## src/rtl/ps2_pkg.sv

```systemverilog
// Shared types and byte codes for the PS/2 keyboard front end.
// Build option: PS2_PARITY_CHECK_EN (consumed in ps2_frame_rx).
package ps2_pkg;

  typedef enum logic [1:0] {
    IDLE   = 2'd0,
    DATA   = 2'd1,
    PARITY = 2'd2,
    STOP   = 2'd3
  } frame_state_t;

  localparam logic [7:0] PFX_EXT    = 8'hE0;
  localparam logic [7:0] PFX_REL    = 8'hF0;
  localparam logic [7:0] PFX_PAUSE  = 8'hE1;

  // Overrun markers and controller replies: never key events.
  localparam logic [7:0] CODE_OVR0  = 8'h00;
  localparam logic [7:0] CODE_OVR1  = 8'hFF;
  localparam logic [7:0] RPL_BAT    = 8'hAA;
  localparam logic [7:0] RPL_ACK    = 8'hFA;
  localparam logic [7:0] RPL_ECHO   = 8'hEE;
  localparam logic [7:0] RPL_RESEND = 8'hFE;

  // Shift codes the keyboard injects around extended keys.
  localparam logic [7:0] KEY_FAKE_LSH = 8'h12;
  localparam logic [7:0] KEY_FAKE_RSH = 8'h59;

  // Bytes of the Pause sequence following its leading E1.
  localparam logic [2:0] PAUSE_SKIP = 3'd7;

  function automatic logic is_reply_code(input logic [7:0] b);
    return (b == CODE_OVR0) || (b == CODE_OVR1) || (b == RPL_BAT) ||
           (b == RPL_ACK)   || (b == RPL_ECHO)  || (b == RPL_RESEND);
  endfunction

endpackage

```

## src/rtl/ps2_frame_rx.sv

```systemverilog
// PS/2 frame receiver: synchronizer, clock glitch filter, 11-bit frame FSM
// and inter-edge timeout. Emits one byte_vld pulse per accepted byte.
// Build option: PS2_PARITY_CHECK_EN rejects frames whose {data, parity}
// has even parity; otherwise the parity bit is latched but not enforced.
module ps2_frame_rx
  import ps2_pkg::*;
#(
  parameter int FILTER_LEN  = 8,
  parameter int TIMEOUT_CYC = 100000
) (
  input  logic       clk,
  input  logic       reset_n,
  input  logic       ps2_clk_in,
  input  logic       ps2_data_in,
  output logic       byte_vld,
  output logic [7:0] rx_byte,
  output logic       frame_err,
  output logic       timeout
);

  localparam int FW = (FILTER_LEN > 1) ? $clog2(FILTER_LEN) : 1;
  localparam int TW = $clog2(TIMEOUT_CYC + 1);

`ifdef PS2_PARITY_CHECK_EN
  localparam logic PAR_CHECK = 1'b1;
`else
  localparam logic PAR_CHECK = 1'b0;
`endif

  logic [1:0]    clk_sync, data_sync;
  logic          clk_filt, clk_filt_q;
  logic [FW-1:0] filt_cnt;
  logic          fall, data_bit;

  frame_state_t  state, state_n;
  logic [2:0]    bitcnt, bitcnt_n;
  logic [7:0]    shreg, shreg_n;
  logic          par_bit, par_n;
  logic [TW-1:0] timer, timer_n;
  logic          vld_n, err_n, tmo_n;
  logic          parity_good, accept;

  // Two-flop synchronizers; lines idle high.
  always_ff @(posedge clk or negedge reset_n) begin
    if (!reset_n) begin
      clk_sync  <= 2'b11;
      data_sync <= 2'b11;
    end else begin
      clk_sync  <= {clk_sync[0], ps2_clk_in};
      data_sync <= {data_sync[0], ps2_data_in};
    end
  end

  // Filtered clock flips after FILTER_LEN consecutive differing samples.
  always_ff @(posedge clk or negedge reset_n) begin
    if (!reset_n) begin
      clk_filt   <= 1'b1;
      clk_filt_q <= 1'b1;
      filt_cnt   <= '0;
    end else begin
      clk_filt_q <= clk_filt;
      if (clk_sync[1] == clk_filt) begin
        filt_cnt <= '0;
      end else if (filt_cnt == FW'(FILTER_LEN - 1)) begin
        clk_filt <= clk_sync[1];
        filt_cnt <= '0;
      end else begin
        filt_cnt <= filt_cnt + FW'(1);
      end
    end
  end

  assign fall        = clk_filt_q & ~clk_filt;
  assign data_bit    = data_sync[1];
  assign parity_good = ^{shreg, par_bit};
  assign accept      = data_bit & (parity_good | ~PAR_CHECK);
  assign rx_byte     = shreg;

  // Frame state and datapath registers.
  always_ff @(posedge clk or negedge reset_n) begin
    if (!reset_n) begin
      state     <= IDLE;
      bitcnt    <= '0;
      shreg     <= '0;
      par_bit   <= 1'b0;
      timer     <= '0;
      byte_vld  <= 1'b0;
      frame_err <= 1'b0;
      timeout   <= 1'b0;
    end else begin
      state     <= state_n;
      bitcnt    <= bitcnt_n;
      shreg     <= shreg_n;
      par_bit   <= par_n;
      timer     <= timer_n;
      byte_vld  <= vld_n;
      frame_err <= err_n;
      timeout   <= tmo_n;
    end
  end

  // Next-state, shift and timeout logic; a fall beats a same-cycle timeout.
  always_comb begin
    state_n  = state;
    bitcnt_n = bitcnt;
    shreg_n  = shreg;
    par_n    = par_bit;
    timer_n  = timer;
    vld_n    = 1'b0;
    err_n    = 1'b0;
    tmo_n    = 1'b0;

    if (state != IDLE) timer_n = timer + TW'(1);
    if (fall)          timer_n = '0;

    case (state)
      IDLE: begin
        if (fall && !data_bit) begin
          state_n  = DATA;
          bitcnt_n = '0;
        end
      end
      DATA: begin
        if (fall) begin
          shreg_n  = {data_bit, shreg[7:1]};
          bitcnt_n = bitcnt + 3'd1;
          if (bitcnt == 3'd7) state_n = PARITY;
        end
      end
      PARITY: begin
        if (fall) begin
          par_n   = data_bit;
          state_n = STOP;
        end
      end
      STOP: begin
        if (fall) begin
          state_n = IDLE;
          if (accept) vld_n = 1'b1;
          else        err_n = 1'b1;
        end
      end
      default: state_n = IDLE;
    endcase

    if (!fall && (state != IDLE) && (timer == TW'(TIMEOUT_CYC - 1))) begin
      state_n = IDLE;
      timer_n = '0;
      err_n   = 1'b1;
      tmo_n   = 1'b1;
    end
  end

endmodule

```

## src/rtl/ps2_key_decoder.sv

```systemverilog
// PS/2 key decoder top: strips E0/F0/E1 prefixes and drops controller
// replies, publishing {toggle, release, extended, code} on ps2_key.
// Build option: PS2_PARITY_CHECK_EN (passed through to ps2_frame_rx).
module ps2_key_decoder
  import ps2_pkg::*;
#(
  parameter int FILTER_LEN  = 8,
  parameter int TIMEOUT_CYC = 100000
) (
  input  logic        clk,
  input  logic        reset_n,
  input  logic        ps2_clk_in,
  input  logic        ps2_data_in,
  output logic [10:0] ps2_key,
  output logic        frame_err
);

  logic       byte_vld, timeout;
  logic [7:0] rx_byte;
  logic       ext, rel;
  logic [2:0] skip;

  ps2_frame_rx #(
    .FILTER_LEN (FILTER_LEN),
    .TIMEOUT_CYC(TIMEOUT_CYC)
  ) u_rx (
    .clk        (clk),
    .reset_n    (reset_n),
    .ps2_clk_in (ps2_clk_in),
    .ps2_data_in(ps2_data_in),
    .byte_vld   (byte_vld),
    .rx_byte    (rx_byte),
    .frame_err  (frame_err),
    .timeout    (timeout)
  );

  // Prefix flags, Pause swallowing and the published key event.
  always_ff @(posedge clk or negedge reset_n) begin
    if (!reset_n) begin
      ext     <= 1'b0;
      rel     <= 1'b0;
      skip    <= '0;
      ps2_key <= '0;
    end else if (timeout) begin
      ext <= 1'b0;
      rel <= 1'b0;
    end else if (byte_vld) begin
      if (skip != 3'd0) begin
        skip <= skip - 3'd1;
      end else if (rx_byte == PFX_EXT) begin
        ext <= 1'b1;
      end else if (rx_byte == PFX_REL) begin
        rel <= 1'b1;
      end else if (rx_byte == PFX_PAUSE) begin
        skip <= PAUSE_SKIP;
      end else if (is_reply_code(rx_byte) ||
                   (ext && (rx_byte == KEY_FAKE_LSH || rx_byte == KEY_FAKE_RSH))) begin
        ext <= 1'b0;
        rel <= 1'b0;
      end else begin
        ps2_key <= {~ps2_key[10], rel, ext, rx_byte};
        ext     <= 1'b0;
        rel     <= 1'b0;
      end
    end
  end

endmodule

```

## config.mk

```make
export PLATFORM = sky130hd
export DESIGN_NAME = ps2_key_decoder
export DESIGN_NICKNAME = d
export VERILOG_FILES = /design/src/rtl/ps2_pkg.sv /design/src/rtl/ps2_frame_rx.sv /design/src/rtl/ps2_key_decoder.sv
export SDC_FILE = /design/constraint.sdc
export NUM_CORES = 1
export LEC_CHECK = 0
export BUFFER_PORTS_ARGS = -buffer_cell sky130_fd_sc_hd__buf_2
export CAP_MARGIN = 30
export CORE_ASPECT_RATIO = 1.4
export CORE_UTILIZATION = 30
export CTS_BUF_LIST = sky130_fd_sc_hd__clkbuf_8
export CTS_CLUSTER_DIAMETER = 40
export DETAILED_ROUTE_END_ITERATION = 8
export GPL_TIMING_DRIVEN = 0
export SYNTH_ARGS = -nofsm -noshare
export SYNTH_HDL_FRONTEND = slang
export SYNTH_SLANG_ARGS = --single-unit
export TNS_END_PERCENT = 50
```

## constraint.sdc

```tcl
create_clock -name clk -period 1.95 [get_ports clk]
set_input_delay 0.2925 -clock clk [delete_from_list [all_inputs] [get_ports clk]]
set_output_delay 0.2925 -clock clk [all_outputs]
set_load 0.005 [all_outputs]
```

; Word level (Yosys, flattened, before mapping)
; Index checks and enable logic that the tools add are counted.
[classes]
n_addsub = 4
n_eq_ne = 31
mux = 38
bitwise = 10
n_reduce_logical = 29
[ops]
columns = cell, count
row1 = 8-bit == test (second input constant), 8
row2 = 17-bit two-way mux, 3
row3 = 3-bit two-way mux, 8
row4 = 1-bit two-way mux, 19
row5 = 17-bit by 1-bit adder with 17-bit output (second input constant), 1
row6 = 17-bit == test (second input constant), 1
row7 = 3-bit by 1-bit inequality test with 1-bit output (second input constant), 5
row8 = 2-bit two-way mux, 6
row9 = 5-bit AND reduction, 2
row10 = 3-bit by 2-bit inequality test with 1-bit output (second input constant), 3
row11 = 1-bit inverter, 9
row12 = 8-bit by 5-bit == test with 1-bit output (second input constant), 1
row13 = 8-bit by 7-bit == test with 1-bit output (second input constant), 1
row14 = 8-bit logical NOT, 1
row15 = 2-bit by 1-bit inequality test with 1-bit output (second input constant), 4
row16 = 2-bit case mux with 4 select lines, 1
row17 = 4-bit AND reduction, 2
row18 = 2-bit nonzero test, 4
row19 = 1-bit logical OR, 7
row20 = 7-bit AND reduction, 1
row21 = 3-bit by 1-bit adder with 3-bit output (second input constant), 2
row22 = 3-bit == test (second input constant), 2
row23 = 3-bit case mux with 2 select lines, 1
row24 = 3-bit nonzero test, 2
row25 = 11 further kinds, 18
[totals]
regBits = 58
input_bits = 4
out_inout_bits = 12
word_cells = 128

; Logic depth before layout (Yosys ltp)
[depth]
word_depth = 9
ltp_mapped = 7
mapped_depth_nobuf = 7

; By module
; From an unflattened synthesis, not the netlist that was laid out.
[hier_totals]
cells_unflattened = 269
area_unflattened_um2 = 2916.5
[modules_own_cells]
columns = module, instances, cells_per_inst, area_each_um2, seq_area_each_um2
row1 = ps2_frame_rx, 1, 192, 2028.2, 1058.5
row2 = ps2_key_decoder, 1, 77, 888.4, 400.4

; Worst setup path after synthesis
; OpenSTA, ideal clock, no wires.
[synth_timing]
kind = reg2reg
start = register u_rx.shreg[0] (netlist: u_rx.rx_byte[0])
end = register ps2_key[0]
setup_ns = 0.125
arrival_ns = 2.055
t_required_ns = 1.825
setup_slack_ns = -0.230
stages_incl_launch_ff = 8
n_path_buf = 2
synth_period_minus_slack_ns = 2.180
cell_sequence = dfrtp_1 -> buf_6 -> or4b_1 -> a2111oi_2 -> a2111oi_1 -> o211a_1 -> buf_6 -> mux2_4
[synth_via]
elab_chain_cells = 9
elab_cells_between_ends = 24
classes_between = 10 x eq/ne / 4 x bitwise / 10 x reduce/logical
[synth_rtl]
columns = element, line
row1 = start: declaration, ps2_frame_rx.sv:37  ; logic [7:0] shreg, shreg_n;
row2 = start signal: assignment, ps2_frame_rx.sv:93  ; shreg <= shreg_n;
row3 = 8-bit == test or 8-bit logical NOT (tied branches), ps2_pkg.sv:32  ; return (b == CODE_OVR0) || (b == CODE_OVR1) || (b == RPL_BAT) ||
row4 = 1-bit logical OR (3 in series), ps2_pkg.sv:32
row5 = 1-bit logical OR (2 in series), ps2_pkg.sv:33  ; (b == RPL_ACK) || (b == RPL_ECHO) || (b == RPL_RESEND);
row6 = 1-bit logical OR, ps2_key_decoder.sv:56  ; end else if (is_reply_code(rx_byte) ||
row7 = 1-bit inverter (no line), -
row8 = 7-bit AND reduction (no line), -
row9 = end signal: assignment, ps2_key_decoder.sv:61  ; ps2_key <= {~ps2_key[10], rel, ext, rx_byte};
row10 = end: declaration, ps2_key_decoder.sv:14  ; output logic [10:0] ps2_key,
; Parallel ways exist; a longest one is shown, timed or not.
; A chain may end at the register's enable or synchronous reset.

; Worst setup path in the final report
[layout_timing]
start = register u_rx.shreg[0] (netlist: u_rx.rx_byte[0])
end = register ps2_key[8]
[layout_via]
elab_chain_cells = 9
elab_cells_between_ends = 24
classes_between = 10 x eq/ne / 4 x bitwise / 10 x reduce/logical
[layout_rtl]
columns = element, line
row1 = 8-bit == test or 8-bit logical NOT (tied branches), ps2_pkg.sv:32
row2 = 1-bit logical OR (3 in series), ps2_pkg.sv:32
row3 = 1-bit logical OR (2 in series), ps2_pkg.sv:33
row4 = 1-bit logical OR, ps2_key_decoder.sv:56
row5 = 1-bit inverter (no line), -
row6 = 7-bit AND reduction (no line) *, -
; Every way passes the cells marked *; elsewhere a longest branch is shown, timed or not.

==> run_results.csv <==
group,metric,value,unit
route,antenna_violating_nets_left,0,
grt,overflow,0,
critical_path,critPathLaunchType,"flop",
finish,fin_nets,315,
sta,setup-tns-final,-2150,ps
floorplan,num_io_pins,16,
sta,finalWorstSetupSlack,-234,ps
sta,max_freq,458,MHz
synthesis,synth_enable_flop_cells,0,
clock_tree,path_clk_slew,70,ps
critical_path,worstPathCellList,"buf_6 > or4b_4 > a2111oi_4 > a2111oi_2 > o211a_1 > buf_6 > mux2_4",
clock_tree,clock-sinks,58,
synthesis,synth_seq_cells,58,
synthesis,post_synth_main_area_contributors,"dfrtp_1 (45%), dfstp_2 (5.4%), ha_1 (4.7%), mux2_4 (4.6%), mux2_2 (3.5%)",
critical_path,worst_path_arrival,2410,ps
synthesis,synth_most_common_cell,"dfrtp_1",
route,totalWireLength,5700,um
finish,synth_to_layout_area_growth,19.5,%
synthesis,synth_top_area_share,44.7,%
critical_path,critPathMostFrequentCell,"buf_6",
placement,port_buffers,15,
clock_tree,root_buffer,"clkbuf_8",
route,first_pass_iters,4,
critical_path,critPathMaxFanout,10,
grt,first_pass_grt_wire_length,9950,um
synthesis,dominantRegCellSynth,"dfrtp_1",
sta,final-setup-viol-count,10,
floorplan,dieArea,10100,um^2
synthesis,yosys_warnings,0,
synthesis,syn-mean-instance-area,10.9,um^2
placement,preCtsSetupSlack,-432,ps
finish,filler_cell_count,927,
route,drt_drc_violations_left,0,
clock_tree,tritoncts.num_buffers,9,
critical_path,worst-path-buf-inv,2,
floorplan,die_width,85.3,um
floorplan,initial_core_util,30.8,%
route,wl_per_cell,13.7,um
route,route.detailed.vias_per_inst,5.20,
grt,grt_max_degree,34,
floorplan,fp.dieH,119,um
sta,period_needed,2180,ps
critical_path,delay_of_the_slowest_cell_on_the_worst_path,540,ps
hold_path,holdCritPathClass,"in2reg",
clock_tree,cts_max_level,3,
floorplan,fp.coreArea,9460,um^2
critical_path,worstSetupPathType,"reg2reg",
sta,min_period_over_period,112,%
synthesis,synth_top_cells_by_count,"dfrtp_1 (52), nand2_1 (21), a21oi_1 (20), nand3_1 (13), nor2_1 (13)",
power,max-vdd-ir-drop,0.000516,V
synthesis,postSynthCellCount,267,
placement,post-dp-hpwl,3850,um
synthesis,syn_nets,282,
floorplan,rows,42,
finish,final_layout_size_suffix_gt1_share,25.2,%
flow_run,max_cap_viol_count,0,
outcome,outcome,"finished, violations left",
grt,number_of_antenna_violations_at_the_first_check_in_global_routing,0,
placement,gp_congestion,0.798,
sta,timing.final.hold_violations,0,
synthesis,synthArstFlopShare,100,%
grt,grt_util_all_layers,12.4,%
sta,worst-slew-pin-transition,607,ps
finish,final-seq-area,1460,um^2
power,p_per_area,1130,nW/um^2
synthesis,synth_top_cell_by_area,"dfrtp_1",
sta,grt_setup_unrepaired,"true",
finish,insertedDiodeCount,0,
outcome,failing_checks,"setup timing",
grt,first_global_vias,2175,
route,drt-initial-drc-count,95,
critical_path,cp_data_required_time,2170,ps
critical_path,timing.critical_path.to_type,"flop",
critical_path,critical-path-top-delay-family,"compound AO/OA/AOI/OAI gates",
finish,area_taken_by_multi_input_logic_gates,1410,um^2
power,power.static_leakage,0.00157,uW
clock_tree,cts_tree,"done",
clock_tree,insertion_delay,340,ps
synthesis,share_of_synthesized_area_occupied_by_flip_flops_and_latches,50.1,%
route,via_count,2160,
sta,relSlewSlack,59.5,%
critical_path,crit_path_top_delay_cell,"or4b_4",
synthesis,mappedNetlistArea,2910,um^2
sta,number_of_max_slew_violations_in_the_final_report,0,
clock_tree,max-clock-path-buffers,2,
sta,finClkSkew,7.80,ps
synthesis,number_of_different_library_cells_in_the_post_synthesis_netlist,54,
-- cell usage in the layout, fill, tap and decap left out, drive strengths merged, types with 8 or more instances in the layout --
cell / netlist / layout
mux2: 19 / 19
a31oi: 8 / 8
clkbuf: 9 / 17
nand2: 21 / 21
inv: 9 / 10
dfrtp: 52 / 52
a21oi: 20 / 20
nand3: 13 / 13
nor2: 13 / 13
ha: 11 / 11
buf: 4 / 27
-- layout make-up --
class	instances	share of cell area [%]
Tap cell	110	3.96
Inverter	9	0.971
Multi-Input combinational cell	187	40.4
Buffer	13	2.30
Clock inverter	6	2.34
Clock buffer	10	3.96
Sequential cell	58	41.9
Timing Repair Buffer	22	4.14
-- repair_timing --
| action | in CTS | in global routing |
|---|---|---|
| buffers inserted | 1 | 3 |
| hold buffers | 1 | 0 |
| hold endpoints to repair | 19 | 0 |
| pin swaps | 1 | 1 |
| setup endpoints to repair | 29 | 35 |
| resized for setup | 8 | 10 |
| gates cloned | 0 | 1 |
-- cells by family after synthesis --
family          count (synthesis)  share of synthesized area (%)
simple gates                   90                           17.2
compound gates                 59                           13.5
flops                          58                           50.1
buf+inv                        22                           3.44
mux                            22                           9.54
fa+ha+maj                      11                           4.73
xor+xnor                        5                           1.50
-- path summary, 6_finish.rpt --
kind	start	end	slack, ps	cells after the start
worst max-delay path	u_rx.rx_byte[0]	ps2_key[8]	-230	7
worst min-delay path	ps2_clk_in	u_rx.clk_sync[0]	50	1
worst max register to register	u_rx.rx_byte[0]	ps2_key[8]	-230	7
worst min register to register	u_rx.data_sync[0]	u_rx.data_sync[1]	360	0
max in group asynchronous	reset_n	u_rx.byte_vld	860	3
min in group asynchronous	reset_n	ps2_key[5]	500	2
-- per-stage QoR --
step | cell area [um^2] | instances | utilization, % | hold WS (ps) | total power [uW]
after floorplan | 2930 | 267 | - | -3.09 | 2290
after global placement | 3150 | 392 | 33.3 | 346 | 2530
after detailed placement | 3170 | 393 | 33.5 | 338 | 2580
after CTS | 3430 | 411 | 36.3 | 35.8 | 3890
after global routing | 3480 | 415 | 36.8 | 36.1 | 4200
final | 3480 | 415 | 36.8 | 53.4 | 3940
-- report_power, final --
part	switching [uW]	internal, uW
registers	166	1370
logic	693	479
clock network	481	745
total	1340	2600
-- state kept, by name, summed over array words and instances, names as in the netlist --
| name | cells |
|---|---|
| skip | 3 |
| u_rx.clk_filt | 1 |
| u_rx.frame_err | 1 |
| rel | 1 |
| u_rx.filt_cnt | 3 |
| u_rx.byte_vld | 1 |
| u_rx.data_sync | 2 |
| ext | 1 |
| u_rx.timer | 17 |
| u_rx.bitcnt | 3 |
| u_rx.state | 2 |
| u_rx.clk_filt_q | 1 |
| u_rx.clk_sync | 2 |
| u_rx.rx_byte | 8 |
| ps2_key | 11 |
| u_rx.timeout | 1 |
-- layer usage --
layer | global-route usage (%) | part of all wire, % | up-vias | wire (um)
li1 | - | - | 1049 | -
met2 | 20.7 | 51 | 42 | 2890
met5 | 0 | 0 | - | 0
met3 | 3.00 | 3.2 | 10 | 185
met1 | 14.5 | 44 | 1059 | 2520
met4 | 6.88 | 1.9 | 0 | 108
Power figures use the tool's default switching activity.
